--- src/rtl/reg_dump_streamer.sv ---
// Snapshots the register array on start and streams it as "xNN: HHHHHHHH\n"
// text lines over a valid/ready character port. Read-only toward the register unit.
module reg_dump_streamer #(
  parameter int NUM_REGS = 32,
  parameter int XLEN     = 32
) (
  input  logic            clk,
  input  logic            rst_n,
  input  logic            start,
  input  logic [XLEN-1:0] regs_in [0:NUM_REGS-1],
  output logic [7:0]      char_data,
  output logic            char_valid,
  input  logic            char_ready,
  output logic            busy,
  output logic            done
);
  localparam int HEX_DIGITS = XLEN / 4;
  localparam int LINE_LEN   = HEX_DIGITS + 6;
  localparam int CW         = $clog2(LINE_LEN);
  localparam int RW         = (NUM_REGS > 1) ? $clog2(NUM_REGS) : 1;

  typedef enum logic [1:0] {IDLE, EMIT, DONE} state_t;

  state_t          state_q;
  logic [XLEN-1:0] snap_q [0:NUM_REGS-1];
  logic [RW-1:0]   reg_idx_q, reg_idx_d;
  logic [CW-1:0]   char_idx_q, char_idx_d;
  logic [7:0]      char_data_q, char_data_d;
  logic            char_valid_q, busy_q, done_q;
  logic            last_char, last_line;

  // Decimal split by repeated compare (index < 100), hex digit by nibble mux.
  function automatic logic [7:0] line_char(input logic [6:0]      r,
                                           input logic [CW-1:0]   c,
                                           input logic [XLEN-1:0] v);
    logic [3:0] tens;
    logic [6:0] units;
    logic [3:0] nib;
    int         pos;
    tens  = 4'd0;
    units = r;
    for (int k = 1; k < 10; k++) begin
      if (r >= 7'(k * 10)) begin
        tens  = 4'(k);
        units = r - 7'(k * 10);
      end
    end
    pos = HEX_DIGITS + 4 - int'(c);
    nib = 4'd0;
    if (pos >= 0 && pos < HEX_DIGITS) nib = v[pos*4 +: 4];
    if (c == CW'(0))                 line_char = 8'h78;
    else if (c == CW'(1))            line_char = 8'h30 + {4'd0, tens};
    else if (c == CW'(2))            line_char = 8'h30 + {1'b0, units};
    else if (c == CW'(3))            line_char = 8'h3A;
    else if (c == CW'(4))            line_char = 8'h20;
    else if (c == CW'(LINE_LEN - 1)) line_char = 8'h0A;
    else if (nib < 4'd10)            line_char = 8'h30 + {4'd0, nib};
    else                             line_char = 8'h37 + {4'd0, nib};
  endfunction

  always_comb begin
    last_char  = (char_idx_q == CW'(LINE_LEN - 1));
    last_line  = (reg_idx_q == RW'(NUM_REGS - 1));
    reg_idx_d  = reg_idx_q;
    char_idx_d = char_idx_q + CW'(1);
    if (last_char) begin
      char_idx_d = '0;
      reg_idx_d  = last_line ? reg_idx_q : reg_idx_q + RW'(1);
    end
    char_data_d = line_char(7'(reg_idx_d), char_idx_d, snap_q[reg_idx_d]);
  end

  always_ff @(posedge clk or negedge rst_n) begin
    if (!rst_n) begin
      state_q      <= IDLE;
      reg_idx_q    <= '0;
      char_idx_q   <= '0;
      char_data_q  <= 8'h00;
      char_valid_q <= 1'b0;
      busy_q       <= 1'b0;
      done_q       <= 1'b0;
      for (int i = 0; i < NUM_REGS; i++) snap_q[i] <= '0;
    end else begin
      unique case (state_q)
        IDLE: begin
          if (start) begin
            for (int i = 0; i < NUM_REGS; i++) snap_q[i] <= regs_in[i];
            reg_idx_q    <= '0;
            char_idx_q   <= '0;
            char_data_q  <= 8'h78;
            char_valid_q <= 1'b1;
            busy_q       <= 1'b1;
            state_q      <= EMIT;
          end
        end
        EMIT: begin
          if (char_ready) begin
            if (last_char && last_line) begin
              char_valid_q <= 1'b0;
              busy_q       <= 1'b0;
              done_q       <= 1'b1;
              char_data_q  <= 8'h00;
              state_q      <= DONE;
            end else begin
              reg_idx_q   <= reg_idx_d;
              char_idx_q  <= char_idx_d;
              char_data_q <= char_data_d;
            end
          end
        end
        DONE: begin
          done_q  <= 1'b0;
          state_q <= IDLE;
        end
        default: state_q <= IDLE;
      endcase
    end
  end

  assign char_data  = char_data_q;
  assign char_valid = char_valid_q;
  assign busy       = busy_q;
  assign done       = done_q;
endmodule
--- config.mk ---
export PLATFORM = sky130hd
export DESIGN_NAME = reg_dump_streamer
export DESIGN_NICKNAME = d
export VERILOG_FILES = /design/src/rtl/reg_dump_streamer.sv
export SDC_FILE = /design/constraint.sdc
export NUM_CORES = 2
export LEC_CHECK = 0
export CAP_MARGIN = 20
export CORE_AREA = 2 2 399 401
export DETAILED_ROUTE_END_ITERATION = 16
export DIE_AREA = 0 0 401 403
export PLACE_DENSITY = 0.68
export SKIP_LAST_GASP = 1
export SYNTH_ARGS = -nofsm -noshare
export SYNTH_HDL_FRONTEND = slang
export SYNTH_SLANG_ARGS = --single-unit
--- constraint.sdc ---
create_clock -name clk -period 7.4 [get_ports clk]
set_clock_uncertainty 0.15 [all_clocks]
set_input_delay 0.74 -clock clk [delete_from_list [all_inputs] [get_ports clk]]
set_output_delay 0.74 -clock clk [all_outputs]
set_load 0.02 [all_outputs]
==> results.py <==
metrics = {
    "cells_and_area": {
        "finalNetCount": 6186,
        "layout-drive-gt1-share": 0.291,
        "area_delta_synth_final_pct": 31.9,
        "post-route-cell-area_mm2": 0.0692,
        "post_layout_nonfiller_instances": 7379,
        "nFillCells": 14716,
        "postLayoutCoreUtil": 0.439,
        "final_cell_mix": "1043 x sky130_fd_sc_hd__mux2_2, 1043 x sky130_fd_sc_hd__dfrtp_1, 1037 x sky130_fd_sc_hd__clkdlybuf4s50_1",
    },
    "routing": {
        "drt_first_pass_iters": 6,
        "vias": 42882,
        "avgViaCountPerCell": 5.81,
        "detailroute.wirelength.met3_um": 22100,
        "metal2_wl_um": 119000,
        "totalWireLength_um": 257000,
        "drc_errors": 0,
        "met1Wirelength_um": 102000,
        "maxUsedRoutingLayer": "met5",
        "route.detailed.wl_per_inst_um": 34.9,
        "antenna_violating_nets_post_route": 0,
        "first_iter_violations": 4482,
    },
    "global_route": {
        "grt_max_degree": 184,
        "grtUsageTotal": 0.311,
        "first_global_vias": 42843,
        "grt_first_pass_wirelength_um": 352000,
        "grt_remaining_overflow": 0,
        "grt_antenna_before_repair": 145,
    },
    "logic_synthesis": {
        "netlist_area_mm2": 0.0525,
        "synthCells": 4225,
        "synth.yosys.seq_area_share": 0.498,
        "yosys_most_used_dff": "sky130_fd_sc_hd__dfrtp_1",
        "post_synth_and_or_nand_nor_area_fraction": 0.0736,
        "synth_top_family_by_area": "multiplexers",
        "post_synth.cell_area_avg_um2": 12.4,
        "post_synth_num_cell_types": 93,
        "share_of_async_settable_or_async_resettable_flops_after_synthesis": 1.00,
        "synth_compound_area_frac": 0.0963,
        "post_synth_xor_area_fraction": 0.00117,
        "synth_mux_area_frac": 0.293,
        "synthesis_warnings": 0,
        "netlist.area_leader.share": 0.498,
        "ys_ff_latch": 1045,
        "synth_area_leader_cell": "sky130_fd_sc_hd__dfrtp_1",
        "synthTopCellsByArea": "sky130_fd_sc_hd__dfrtp_1 50%, sky130_fd_sc_hd__mux2_2 22%, sky130_fd_sc_hd__mux4_2 4.9%",
        "yosys.area_share.adder": 0.00405,
        "synth_edf_count": 0,
        "synth_fp_nets": 5270,
    },
    "placed_design": {
        "detailedPlacementHpwl_um": 196000,
        "place_ws_ns": 1.11,
        "place.port_buffers": 1038,
        "routabilityCongestion": 0.939,
        "placed_cell_area_mm2": 0.0649,
        "placed_cells_incl_taps": 7091,
    },
    "clocking": {
        "path_clk_slew_ns": 0.07,
        "cts_max_path_buffers": 3,
        "cts-htree-levels": 3,
        "tritoncts": "built",
        "tritoncts_num_sinks": 1045,
        "cts_made_buffers": 118,
        "cts-root-buf": "sky130_fd_sc_hd__clkbuf_16",
        "cts_resized": 0,
        "insertion_delay_ns": 0.78,
    },
    "pwr": {
        "power_leakage_nw": 26.9,
        "powerDensity_mw_per_mm2": 334,
        "worst_ir_drop_vdd_mv": 0.208,
    },
    "hold_path": {
        "timing.hold.worst.class": "reg2reg",
    },
    "floorplanning": {
        "rows": 146,
        "chipHeight_um": 403,
        "die_w_um": 401,
        "initial_core_util": 0.333,
        "pin_count": 1039,
        "coreArea_mm2": 0.157,
        "floorplan.die_area_mm2": 0.162,
    },
    "sta": {
        "maxSlewViolCount": 0,
        "timing.final.ws_setup_ns": 0.979,
        "fmaxAchievable_mhz": 156,
        "hold_violations": 0,
        "finalCriticalPeriod_ns": 6.42,
        "final_setup_violation_count": 0,
        "tightest_slew_ns": 1.19,
        "timing.slew.headroom": 0.204,
        "setup_tns_ns": 0,
        "layout_worst_path_cycle_share": 0.868,
        "rsz0062_at_grt": "no",
    },
    "critical_path": {
        "startpoint_type": "register",
        "cp-end-kind": "register",
        "critical_path_data_required_time_ns": 7.94,
        "critical_path.max_fanout": 82,
        "critPathKind": "reg2reg",
        "arrival_ns": 6.96,
    },
    "outcome": {
        "result_of_the_run": "complete, no violations",
    },
    "flow_run": {
        "maxCapViolations": 0,
    },
}
## kinds of logic after synthesis
kind of cell	after synthesis
mux	1265
flops	1045
simple gates	804
compound gates	720
buf+inv	367
fa+ha+maj	17
xor+xnor	7
## Yosys cell counts, drive strengths merged, types with 7 or more instances
cell type  instances
o22a               7
a31o              10
mux4             113
a311oi            21
o221ai            12
o31ai              9
o21ai            150
nand4             20
a31oi             81
mux2            1045
a221oi            12
o211ai            17
nand3             88
o2111ai           11
a22oi             28
mux2i            107
buf              162
a21o               8
and2              13
nor2              66
clkbuf           181
inv               23
nand2            389
xnor2              7
and3             128
dfrtp           1045
a32oi             13
nor3              32
a211oi           149
a22o               7
nand2b            36
a2111oi           16
ha                17
a21oi             70
o22ai             30
## cell type report
class / count / area, um^2 / share of cell area
well taps: 2072 / 2590 / 0.0375
clock buffers: 157 / 3370 / 0.0487
flip-flops and latches: 1045 / 26200 / 0.378
inverters: 24 / 98.8 / 0.00143
repair buffers: 1139 / 11400 / 0.165
multi-input cells: 2813 / 24700 / 0.358
clock inverters: 66 / 663 / 0.00959
diodes: 63 / 158 / 0.00228
## per-stage QoR
stage | total power [W] | hold WS, ns
floorplan | 0.0133 | 0.293
global placement | 0.0167 | 0.327
detailed placement | 0.0169 | 0.337
CTS | 0.0231 | 0.351
global route | 0.0240 | 0.360
finish | 0.0231 | 0.350
## where the power goes
group / internal, W / leakage (nW) / switching, W
clock: 0.00349 / 1.97 / 0.00265
sequential: 0.00790 / 12.3 / 0.00182
combinational: 0.00367 / 12.6 / 0.00356
total: 0.0151 / 26.9 / 0.00803
## worst max-delay path, cell delays in order, from the launching register on
cell and delay, ns:
sky130_fd_sc_hd__dfrtp_4 0.81, sky130_fd_sc_hd__ha_4 0.36, sky130_fd_sc_hd__nand4_4 0.47, sky130_fd_sc_hd__nand3_4 0.35
sky130_fd_sc_hd__nand2_8 0.42, sky130_fd_sc_hd__buf_4 0.45, sky130_fd_sc_hd__mux2i_1 0.19, sky130_fd_sc_hd__a2111oi_0 0.91
sky130_fd_sc_hd__buf_4 0.23, sky130_fd_sc_hd__or4_1 0.17, sky130_fd_sc_hd__o211ai_1 0.12, sky130_fd_sc_hd__nand3_1 0.20
sky130_fd_sc_hd__nand3b_1 0.19, sky130_fd_sc_hd__ha_1 0.23, sky130_fd_sc_hd__inv_1 0.11, sky130_fd_sc_hd__a32oi_1 0.14
sky130_fd_sc_hd__or4_1 0.50, sky130_fd_sc_hd__a21oi_1 0.13
## worst paths after layout
check / depth (start not counted) / slack [ns] / to / from
min reg2reg: 1 / 0.35 / state_q[0] / state_q[1]
min: 1 / 0.35 / state_q[0] / state_q[1]
max reg2reg: 17 / 0.98 / char_data[6] / reg_idx_q[1]
min in group asynchronous: 2 / 0.48 / snap_q[394] / rst_n
max: 17 / 0.98 / char_data[6] / reg_idx_q[1]
max in group asynchronous: 4 / 4.67 / snap_q[669] / rst_n
## per-layer routing
layer | GRT usage | vias to the layer above
li1 | - | 17737
met1 | 0.391 | 22190
met2 | 0.491 | 2256
met3 | 0.0877 | 613
met4 | 0.150 | 86
met5 | 0 | -
## flip-flops by register name, summed over array words and instances (netlist names)
register	count
state_q	2
done	1
busy	1
char_data	8
reg_idx_q	5
char_idx_q	4
snap_q	1024
## timing repair
action	CTS	global route
endpoints found under the hold margin	75	0
hold buffers	1	0
buffers inserted	0	0
Note: power is estimated with default switching activity, not from simulation.
